**src/rtl/pg_pkg.sv**
```systemverilog
// -----------------------------------------------------------------------------
// pg_pkg
// Shared definitions for the pattern generator timing path:
//   - work-mode encodings seen on Mode / cfg_mode
//   - active pixel counts per line for each mode family
//   - state type of the frame/line sync FSM
//   - helper computing the full line length (pixels + guard)
// -----------------------------------------------------------------------------
package pg_pkg;

    localparam logic [2:0] OFF_MODE   = 3'b000;
    localparam logic [2:0] REGULAR    = 3'b001;
    localparam logic [2:0] CONST_MODE = 3'b010;
    localparam logic [2:0] RAMP_MODE  = 3'b011;

    localparam int PIX_REGULAR = 4096;
    localparam int PIX_LINE    = 1290;

    // Width of the line/gap down-counters; must hold PIX_REGULAR + GUARD - 1.
    localparam int CNT_W = 13;

    typedef enum logic [1:0] {
        ST_IDLE,
        ST_START,
        ST_LINE,
        ST_GAP
    } sync_state_t;

    // REGULAR lines are long; every other mode, including OFF, uses the short line.
    function automatic logic [CNT_W-1:0] line_len(input logic [2:0] mode, input int guard);
        if (mode == REGULAR) begin
            return CNT_W'(PIX_REGULAR + guard);
        end
        return CNT_W'(PIX_LINE + guard);
    endfunction

endpackage

```
**src/rtl/pg_down_counter.sv**
```systemverilog
// -----------------------------------------------------------------------------
// pg_down_counter
// Loadable down-counter with a zero flag. Stops at zero.
// Ports:
//   clk      in  clock
//   rst_n    in  async active-low reset
//   clear    in  synchronous clear to zero (highest priority)
//   load     in  load load_val this cycle
//   load_val in  value to load
//   zero     out count is zero
// -----------------------------------------------------------------------------
module pg_down_counter #(
    parameter int WIDTH = 13
) (
    input  logic             clk,
    input  logic             rst_n,
    input  logic             clear,
    input  logic             load,
    input  logic [WIDTH-1:0] load_val,
    output logic             zero
);

    logic [WIDTH-1:0] count;

    always_ff @(posedge clk or negedge rst_n) begin
        if (!rst_n) begin
            count <= '0;
        end else if (clear) begin
            count <= '0;
        end else if (load) begin
            count <= load_val;
        end else if (count != '0) begin
            count <= count - 1'b1;
        end
    end

    assign zero = (count == '0);

endmodule

```
**src/rtl/pattern_sync_gen.sv**
```systemverilog
// -----------------------------------------------------------------------------
// pattern_sync_gen
// Frame/line timing source for the pattern generator. Emits a frame-start
// pulse followed by LINES line pulses, and holds shadow copies of the pattern
// configuration that only change at frame start.
// Ports:
//   clk, rst_n                    clock, async active-low reset
//   en                            block enable, low aborts the frame
//   frame_req                     one-cycle single-frame request
//   continuous                    run frames back to back with FRAME_GAP idle cycles
//   cfg_mode/cfg_const/cfg_x/y    requested configuration
//   f_sync, sync                  frame-start pulse, line pulse
//   Mode, constVal, X, Y          shadow configuration to the generator
//   busy                          frame in progress
//   frame_done                    pulse after the last line completes
//   line_idx                      current line number
// -----------------------------------------------------------------------------
module pattern_sync_gen
    import pg_pkg::*;
#(
    parameter int LINES     = 23,
    parameter int GUARD     = 4,
    parameter int FRAME_GAP = 64
) (
    input  logic        clk,
    input  logic        rst_n,
    input  logic        en,
    input  logic        frame_req,
    input  logic        continuous,
    input  logic [2:0]  cfg_mode,
    input  logic [11:0] cfg_const,
    input  logic [1:0]  cfg_x,
    input  logic [1:0]  cfg_y,
    output logic        f_sync,
    output logic        sync,
    output logic [2:0]  Mode,
    output logic [11:0] constVal,
    output logic [1:0]  X,
    output logic [1:0]  Y,
    output logic        busy,
    output logic        frame_done,
    output logic [4:0]  line_idx
);

    localparam logic [4:0]       LAST_LINE = 5'(LINES - 1);
    localparam logic [CNT_W-1:0] GAP_LOAD  = CNT_W'(FRAME_GAP - 1);

    sync_state_t state;

    logic line_load;
    logic line_zero;
    logic gap_load;
    logic gap_zero;
    logic [CNT_W-1:0] line_load_val;

    // The counter holds L-1 during a sync cycle, so reaching zero marks the
    // last cycle of the line and the next sync lands exactly L cycles later.
    assign line_load_val = line_len(Mode, GUARD) - 1'b1;

    always_comb begin
        line_load = 1'b0;
        gap_load  = 1'b0;
        if (en) begin
            case (state)
                ST_START: line_load = 1'b1;
                ST_LINE: begin
                    if (line_zero) begin
                        if (line_idx != LAST_LINE) begin
                            line_load = 1'b1;
                        end else if (continuous) begin
                            gap_load = 1'b1;
                        end
                    end
                end
                default: ;
            endcase
        end
    end

    pg_down_counter #(.WIDTH(CNT_W)) u_line_cnt (
        .clk      (clk),
        .rst_n    (rst_n),
        .clear    (!en),
        .load     (line_load),
        .load_val (line_load_val),
        .zero     (line_zero)
    );

    pg_down_counter #(.WIDTH(CNT_W)) u_gap_cnt (
        .clk      (clk),
        .rst_n    (rst_n),
        .clear    (!en),
        .load     (gap_load),
        .load_val (GAP_LOAD),
        .zero     (gap_zero)
    );

    always_ff @(posedge clk or negedge rst_n) begin
        if (!rst_n) begin
            state      <= ST_IDLE;
            f_sync     <= 1'b0;
            sync       <= 1'b0;
            busy       <= 1'b0;
            frame_done <= 1'b0;
            line_idx   <= '0;
            Mode       <= '0;
            constVal   <= '0;
            X          <= '0;
            Y          <= '0;
        end else begin
            f_sync     <= 1'b0;
            sync       <= 1'b0;
            frame_done <= 1'b0;
            if (!en) begin
                // Abort: shadow configuration is deliberately kept.
                state    <= ST_IDLE;
                busy     <= 1'b0;
                line_idx <= '0;
            end else begin
                case (state)
                    ST_IDLE: begin
                        if (frame_req || continuous) begin
                            Mode     <= cfg_mode;
                            constVal <= cfg_const;
                            X        <= cfg_x;
                            Y        <= cfg_y;
                            f_sync   <= 1'b1;
                            sync     <= 1'b1;
                            busy     <= 1'b1;
                            line_idx <= '0;
                            state    <= ST_START;
                        end
                    end
                    ST_START: begin
                        sync     <= 1'b1;
                        line_idx <= '0;
                        state    <= ST_LINE;
                    end
                    ST_LINE: begin
                        if (line_zero) begin
                            if (line_idx == LAST_LINE) begin
                                frame_done <= 1'b1;
                                busy       <= 1'b0;
                                state      <= continuous ? ST_GAP : ST_IDLE;
                            end else begin
                                sync     <= 1'b1;
                                line_idx <= line_idx + 5'd1;
                            end
                        end
                    end
                    ST_GAP: begin
                        if (gap_zero) begin
                            if (continuous) begin
                                Mode     <= cfg_mode;
                                constVal <= cfg_const;
                                X        <= cfg_x;
                                Y        <= cfg_y;
                                f_sync   <= 1'b1;
                                sync     <= 1'b1;
                                busy     <= 1'b1;
                                line_idx <= '0;
                                state    <= ST_START;
                            end else begin
                                state <= ST_IDLE;
                            end
                        end
                    end
                    default: state <= ST_IDLE;
                endcase
            end
        end
    end

endmodule

```
**config.mk**
```make
export PLATFORM = sky130hd
export DESIGN_NAME = pattern_sync_gen
export DESIGN_NICKNAME = d
export VERILOG_FILES = /design/src/rtl/pg_pkg.sv /design/src/rtl/pg_down_counter.sv /design/src/rtl/pattern_sync_gen.sv
export SDC_FILE = /design/constraint.sdc
export NUM_CORES = 1
export LEC_CHECK = 0
export CELL_PAD_IN_SITES_DETAIL_PLACEMENT = 1
export CELL_PAD_IN_SITES_GLOBAL_PLACEMENT = 1
export CORE_ASPECT_RATIO = 1.75
export CORE_UTILIZATION = 35
export CTS_BUF_LIST = sky130_fd_sc_hd__clkbuf_8 sky130_fd_sc_hd__clkbuf_16
export CTS_CLUSTER_SIZE = 14
export DETAILED_ROUTE_END_ITERATION = 8
export GPL_TIMING_DRIVEN = 0
export PLACE_DENSITY = 0.82
export SYNTH_ARGS = -nofsm -noshare
export SYNTH_HDL_FRONTEND = slang
export SYNTH_SLANG_ARGS = --single-unit
```
**constraint.sdc**
```tcl
create_clock -name clk -period 3.3 [get_ports clk]
set_input_delay 0.825 -clock clk [delete_from_list [all_inputs] [get_ports clk]]
set_output_delay 0.825 -clock clk [all_outputs]
set_load 0.01 [all_outputs]
```
=== Word-level counts from Yosys, hierarchy flattened ===
Index checks and enable logic that the tools add are counted.

* Flip-flop bits (word level): 56
* Input port bits: 24
* Output and inout bits: 28
* Logic and storage cells: 113

* $add $sub $neg: 4
* Equality and inequality tests: 18
* Multiplexer cells: 68
* Reductions and logical operators: 11

{| class="wikitable"
|+ Operators with widths
! kind !! count
|-
| $mux 13 || 8
|-
| $sub 13x1->13 const B || 3
|-
| $mux 12 || 3
|-
| $mux 5 || 6
|-
| $logic_not 13->1 || 2
|-
| $mux 1 || 26
|-
| $reduce_bool 13->1 || 2
|-
| $mux 2 || 12
|-
| $pmux 12 s2 || 1
|-
| $pmux 5 s4 || 1
|-
| $ne 3x3->1 const B || 6
|-
| $reduce_and 5->1 || 2
|-
| $mux 3 || 3
|-
| $pmux 2 s2 || 2
|-
| $pmux 2 s4 || 1
|-
| $ne 2x2->1 const B || 3
|-
| $ne 3x1->1 const B || 2
|-
| $pmux 3 s2 || 1
|-
| $reduce_and 6->1 || 1
|-
| $add 5x1->5 const B || 1
|-
| $eq 5x5->1 const B || 1
|-
| $ne 5x5->1 const B || 1
|-
| $eq 2x2->1 const B || 2
|-
| $ne 4x1->1 const B || 1
|-
| 9 further kinds || 10
|}

=== Depth between registers and ports, before layout ===
* Depth after elaboration: 7
* Mapped depth: 12

=== Modules after synthesis ===
Synthesis repeated with hierarchy kept, for this count alone.

* Cells, all modules: 306
* Area total of the unflattened synthesis: 3129.3 µm²

{| class="wikitable"
|+ By module, submodules not included
! module !! instances !! cells each !! area each (µm²) !! sequential area each (µm²)
|-
| pg_down_counter || 2 || 90 || 843.3 || 325.3
|-
| pattern_sync_gen || 1 || 126 || 1442.6 || 750.7
|}

=== Least setup slack after synthesis ===
OpenSTA, ideal clock, no wires.

* Kind: register to register
* From: register u_line_cnt.count[0]
* To: register u_line_cnt.count[12]
* Setup time: 0.104 ns
* Arrival: 3.504 ns
* Data required time: 3.196 ns
* Slack: -0.307 ns
* Cell stages (with the launch flop): 13
* Path buffers: 1
* Cell sequence: dfrtp_1 > or4_1 > nor2b_1 > clkbuf_1 > a41o_1 > nand3_1 > nand2_1 > ha_1 > or4b_2 > nor4_1 > nand2_1 > xor2_1 > a221oi_1

* Word-level cells in the longest chain between the ends: 6

{| class="wikitable"
|+ RTL lines
! item !! line !! source
|-
| start: declaration || pg_down_counter.sv:23 || <nowiki>logic [WIDTH-1:0] count;</nowiki>
|-
| start signal: assignment || pg_down_counter.sv:31 || <nowiki>count <= load_val;</nowiki>
|-
| start signal: assignment || pg_down_counter.sv:33 || <nowiki>count <= count - 1'b1;</nowiki>
|-
| parallel branches: the longest is 6 deep, another holds $sub 13x1->13 || - ||
|}

Parallel ways; which one is timed is not known. The select of a mux whose other input is x is not followed.
A chain may end at the register's enable or synchronous reset.

=== Final worst setup path ===
Same ends and word-level chain as after synthesis.

==> run_results.csv <==
group,metric,value,unit
clock_tree,htreeDepth,2,
setup_path,critPathRequiredTime,3.52,ns
finish,final_cells,427,
outcome,status,"finished clean",
setup_path,crit_path_start_kind,"flip-flop",
yosys,synth_edf_count,0,
yosys,seq_area_frac_synth,48.8,%
setup_path,crit_chain,"or4_4 > nor2b_1 > clkbuf_4 > a41o_4 > nand3_4 > nand2_2 > ha_4 > or4b_4 > nor4_4 > nand2_1 > xor2_1 > a221oi_2",
finish,drive_gt1_share,19.9,%
global_routing,grt_max_degree,40,
floorplanning,start_util,36.3,%
route,wl,7680,um
yosys,netlist-cell-type-count,54,
clock_tree,clk_latency,0.30,ns
timing,fin_tns_setup,0,ns
floorplanning,row_count,43,
route,drtPass1Iterations,4,
yosys,syn-num-nets,304,
global_routing,grt_pass1_vias,2721,
floorplanning,die_h,122,um
yosys,synthCells,272,
floorplanning,die_area,0.00858,sq mm
finish,syn_to_final_growth,35.3,%
timing,hold_violations,0,
clock_tree,clockBufferDepth,2,
timing,max_slew_margin,48.2,%
yosys,synth_warnings,0,
timing,period_share,94.8,%
setup_path,crit_buf_inv,1,
timing,finalClockSkew,0.0106,ns
timing,whs,0.456,ns
timing,setup_viol,0,
setup_path,crit_type,"flip-flop to flip-flop",
setup_path,path_delay_family,"simple AND/OR/NAND/NOR gates",
power,powerDensity,1010,mW/mm^2
route,final_antenna_net_count,0,
clock_tree,clock-root-buffer,"clkbuf_16",
placed_design,portBuffers,49,
yosys,netlist_area,0.00287,sq mm
timing,fmax,320,MHz
timing,drv_slew,0,
placed_design,hpwl,5490,um
timing,finalCriticalPeriod,3.13,ns
finish,antenna_cells,0,
yosys,ys_ff_latch,56,
clock_tree,cts_buffers,5,
floorplanning,dieWidth,70.5,um
timing,rsz0062_at_grt,"false",
route,first_iter_violations,131,
finish,final_net_count,368,
power,p_leak,1.60,nW
setup_path,critPathMaxStageDelay,0.54,ns
route,wire_per_inst,18.0,um
timing,tightest_slew,0.778,ns
clock_tree,clk_pin_slew,0.08,ns
placed_design,gp_congestion,0.810,
placed_design,place_inst,412,
yosys,avgSynthCellArea,10.6,sq um
clock_tree,cts_sinks,56,
setup_path,worstSetupEndpointType,"flip-flop",
job,maxCapViolCount,0,
floorplanning,io_pins,52,
floorplanning,coreArea,0.00791,sq mm
worst_hold_path,min_path_type,"primary input to async pin",
setup_path,path_max_fanout,6,
global_routing,grt_pass1_wl,12800,um
global_routing,track_usage,19.2,%
yosys,async_flop_share,100,%
timing,layout_setup_ws,0.171,ns
power,power,0.00393,W
global_routing,grt_overflow,0,
yosys,ys_dominant_reg_cell,"dfrtp_1",
route,viasPerCell,5.64,
placed_design,dpl_worst_slack,-0.366,ns
clock_tree,postCtsHoldBufs,0,
route,vias,2409,
power,ir_drop,0.439,mV
global_routing,antenna_found_initial,0,
clock_tree,cts_tree,"built",
route,drc,0,
setup_path,slowest_stage,"or4_4",
setup_path,crit_arrival,3.35,ns
## layer usage
layer,wire length (um),GRT usage [%],vias up
met3,208,2.98,21
met2,4360,36.0,51
li1,-,-,1115
met4,297,10.9,0
met5,0,0,-
met1,2810,19.7,1222
## registers in the layout, summed over array words and instances (netlist names)
signal,count
frame_done,1
X,2
u_line_cnt.count,13
sync,1
constVal,12
state,2
u_gap_cnt.count,13
line_idx,5
Y,2
busy,1
f_sync,1
Mode,3
## stage by stage
step	utilization (%)	instance area, sq um
after floorplan	-	2890
after detailed placement	44.4	3510
final	49.1	3880
after CTS	48.8	3860
after global routing	49.1	3880
after global placement	44.2	3490
## synth_stat cells (3+ instances only)
cell type	number	area share, %
a21oi_1	6	1.0
nand4_1	4	0.87
or3_1	3	0.65
dfrtp_1	56	49
a211oi_1	3	0.78
nor3b_1	3	0.78
nor2_1	33	4.3
nor2b_1	4	0.87
ha_1	8	3.5
nor3_1	8	1.4
nand2_1	16	2.1
or4_1	4	1.0
nand2b_1	4	0.87
nand3_1	6	1.0
clkbuf_1	8	1.0
xnor2_1	8	2.4
a31oi_1	6	1.3
mux2_2	20	7.8
o21ai_0	6	1.0
o31ai_1	5	1.3
xor2_1	8	2.4
o22ai_1	3	0.65
nor4_1	5	1.1
inv_1	8	1.0
## worst paths after layout
path	start	endpoint	slack [ns]	cells after the start
min in group clk	constVal[1]	constVal[1]	0.51	1
min reg2reg	constVal[1]	constVal[1]	0.51	1
max	u_line_cnt.count[0]	u_line_cnt.count[12]	0.17	12
max reg2reg	u_line_cnt.count[0]	u_line_cnt.count[12]	0.17	12
min	rst_n	u_line_cnt.count[7]	0.46	1
max in group asynchronous	rst_n	constVal[6]	2.27	2
## final cells by class
type                            count  area (sq um)
Buffer                              7          42.5
Clock buffer                        5           125
Clock inverter                      3          90.1
Fill cell                         845          4030
Inverter                            9          33.8
Multi-Input combinational cell    198          1500
Sequential cell                    56          1400
Tap cell                           90           113
Timing Repair Buffer               59           573
## layout by cell type (no fill, tap or decap), types with 2 or more instances in the layout
master           count
o22ai_1              2
and3_1               2
nor2_1              33
or2_2                2
or3_1                3
mux2_2              20
nor3b_1              3
or4_4                2
nor4_4               3
nor4_1               2
a22oi_1              2
clkdlybuf4s50_1     48
bufinv_16            3
nand3_1              5
ha_1                 7
clkbuf_16            5
dfrtp_1             56
o21ai_1              2
a31oi_1              6
a211oi_1             2
nor2b_1              3
nand2b_1             4
xor2_1               8
or4_1                3
nor3_1               8
clkbuf_1             3
or3b_2               2
buf_4                9
clkbuf_4             2
inv_1                8
nand2_1             15
xnor2_1              8
nand4_1              4
o31ai_1              5
o21ai_0              6
a21oi_1              6
## cell families (layout without fill, tap and decap cells)
kind of cell / count (synthesis) / count (layout) / synth area share (%)
compound gates: 47 / 47 / 11.4
xor+xnor: 16 / 16 / 4.88
fa+ha+maj: 8 / 8 / 3.49
buf+inv: 18 / 83 / 2.62
flops: 56 / 56 / 48.8
mux: 22 / 22 / 8.67
simple gates: 105 / 105 / 20.1
## repair_timing
item,in CTS,in global routing
gates resized for setup,13,8
endpoints found under the setup margin,3,3
gates cloned,0,0
pin swaps,4,2
buffers inserted,9,0
## power breakdown
group | switching (W) | total (W) | internal (W) | leakage (nW)
logic | 0.000988 | 0.00199 | 0.00101 | 0.778
clock network | 0.000259 | 0.000771 | 0.000512 | 0.104
registers | 0.000225 | 0.00117 | 0.000940 | 0.719
No activity file was read; power rests on OpenSTA's default activity.
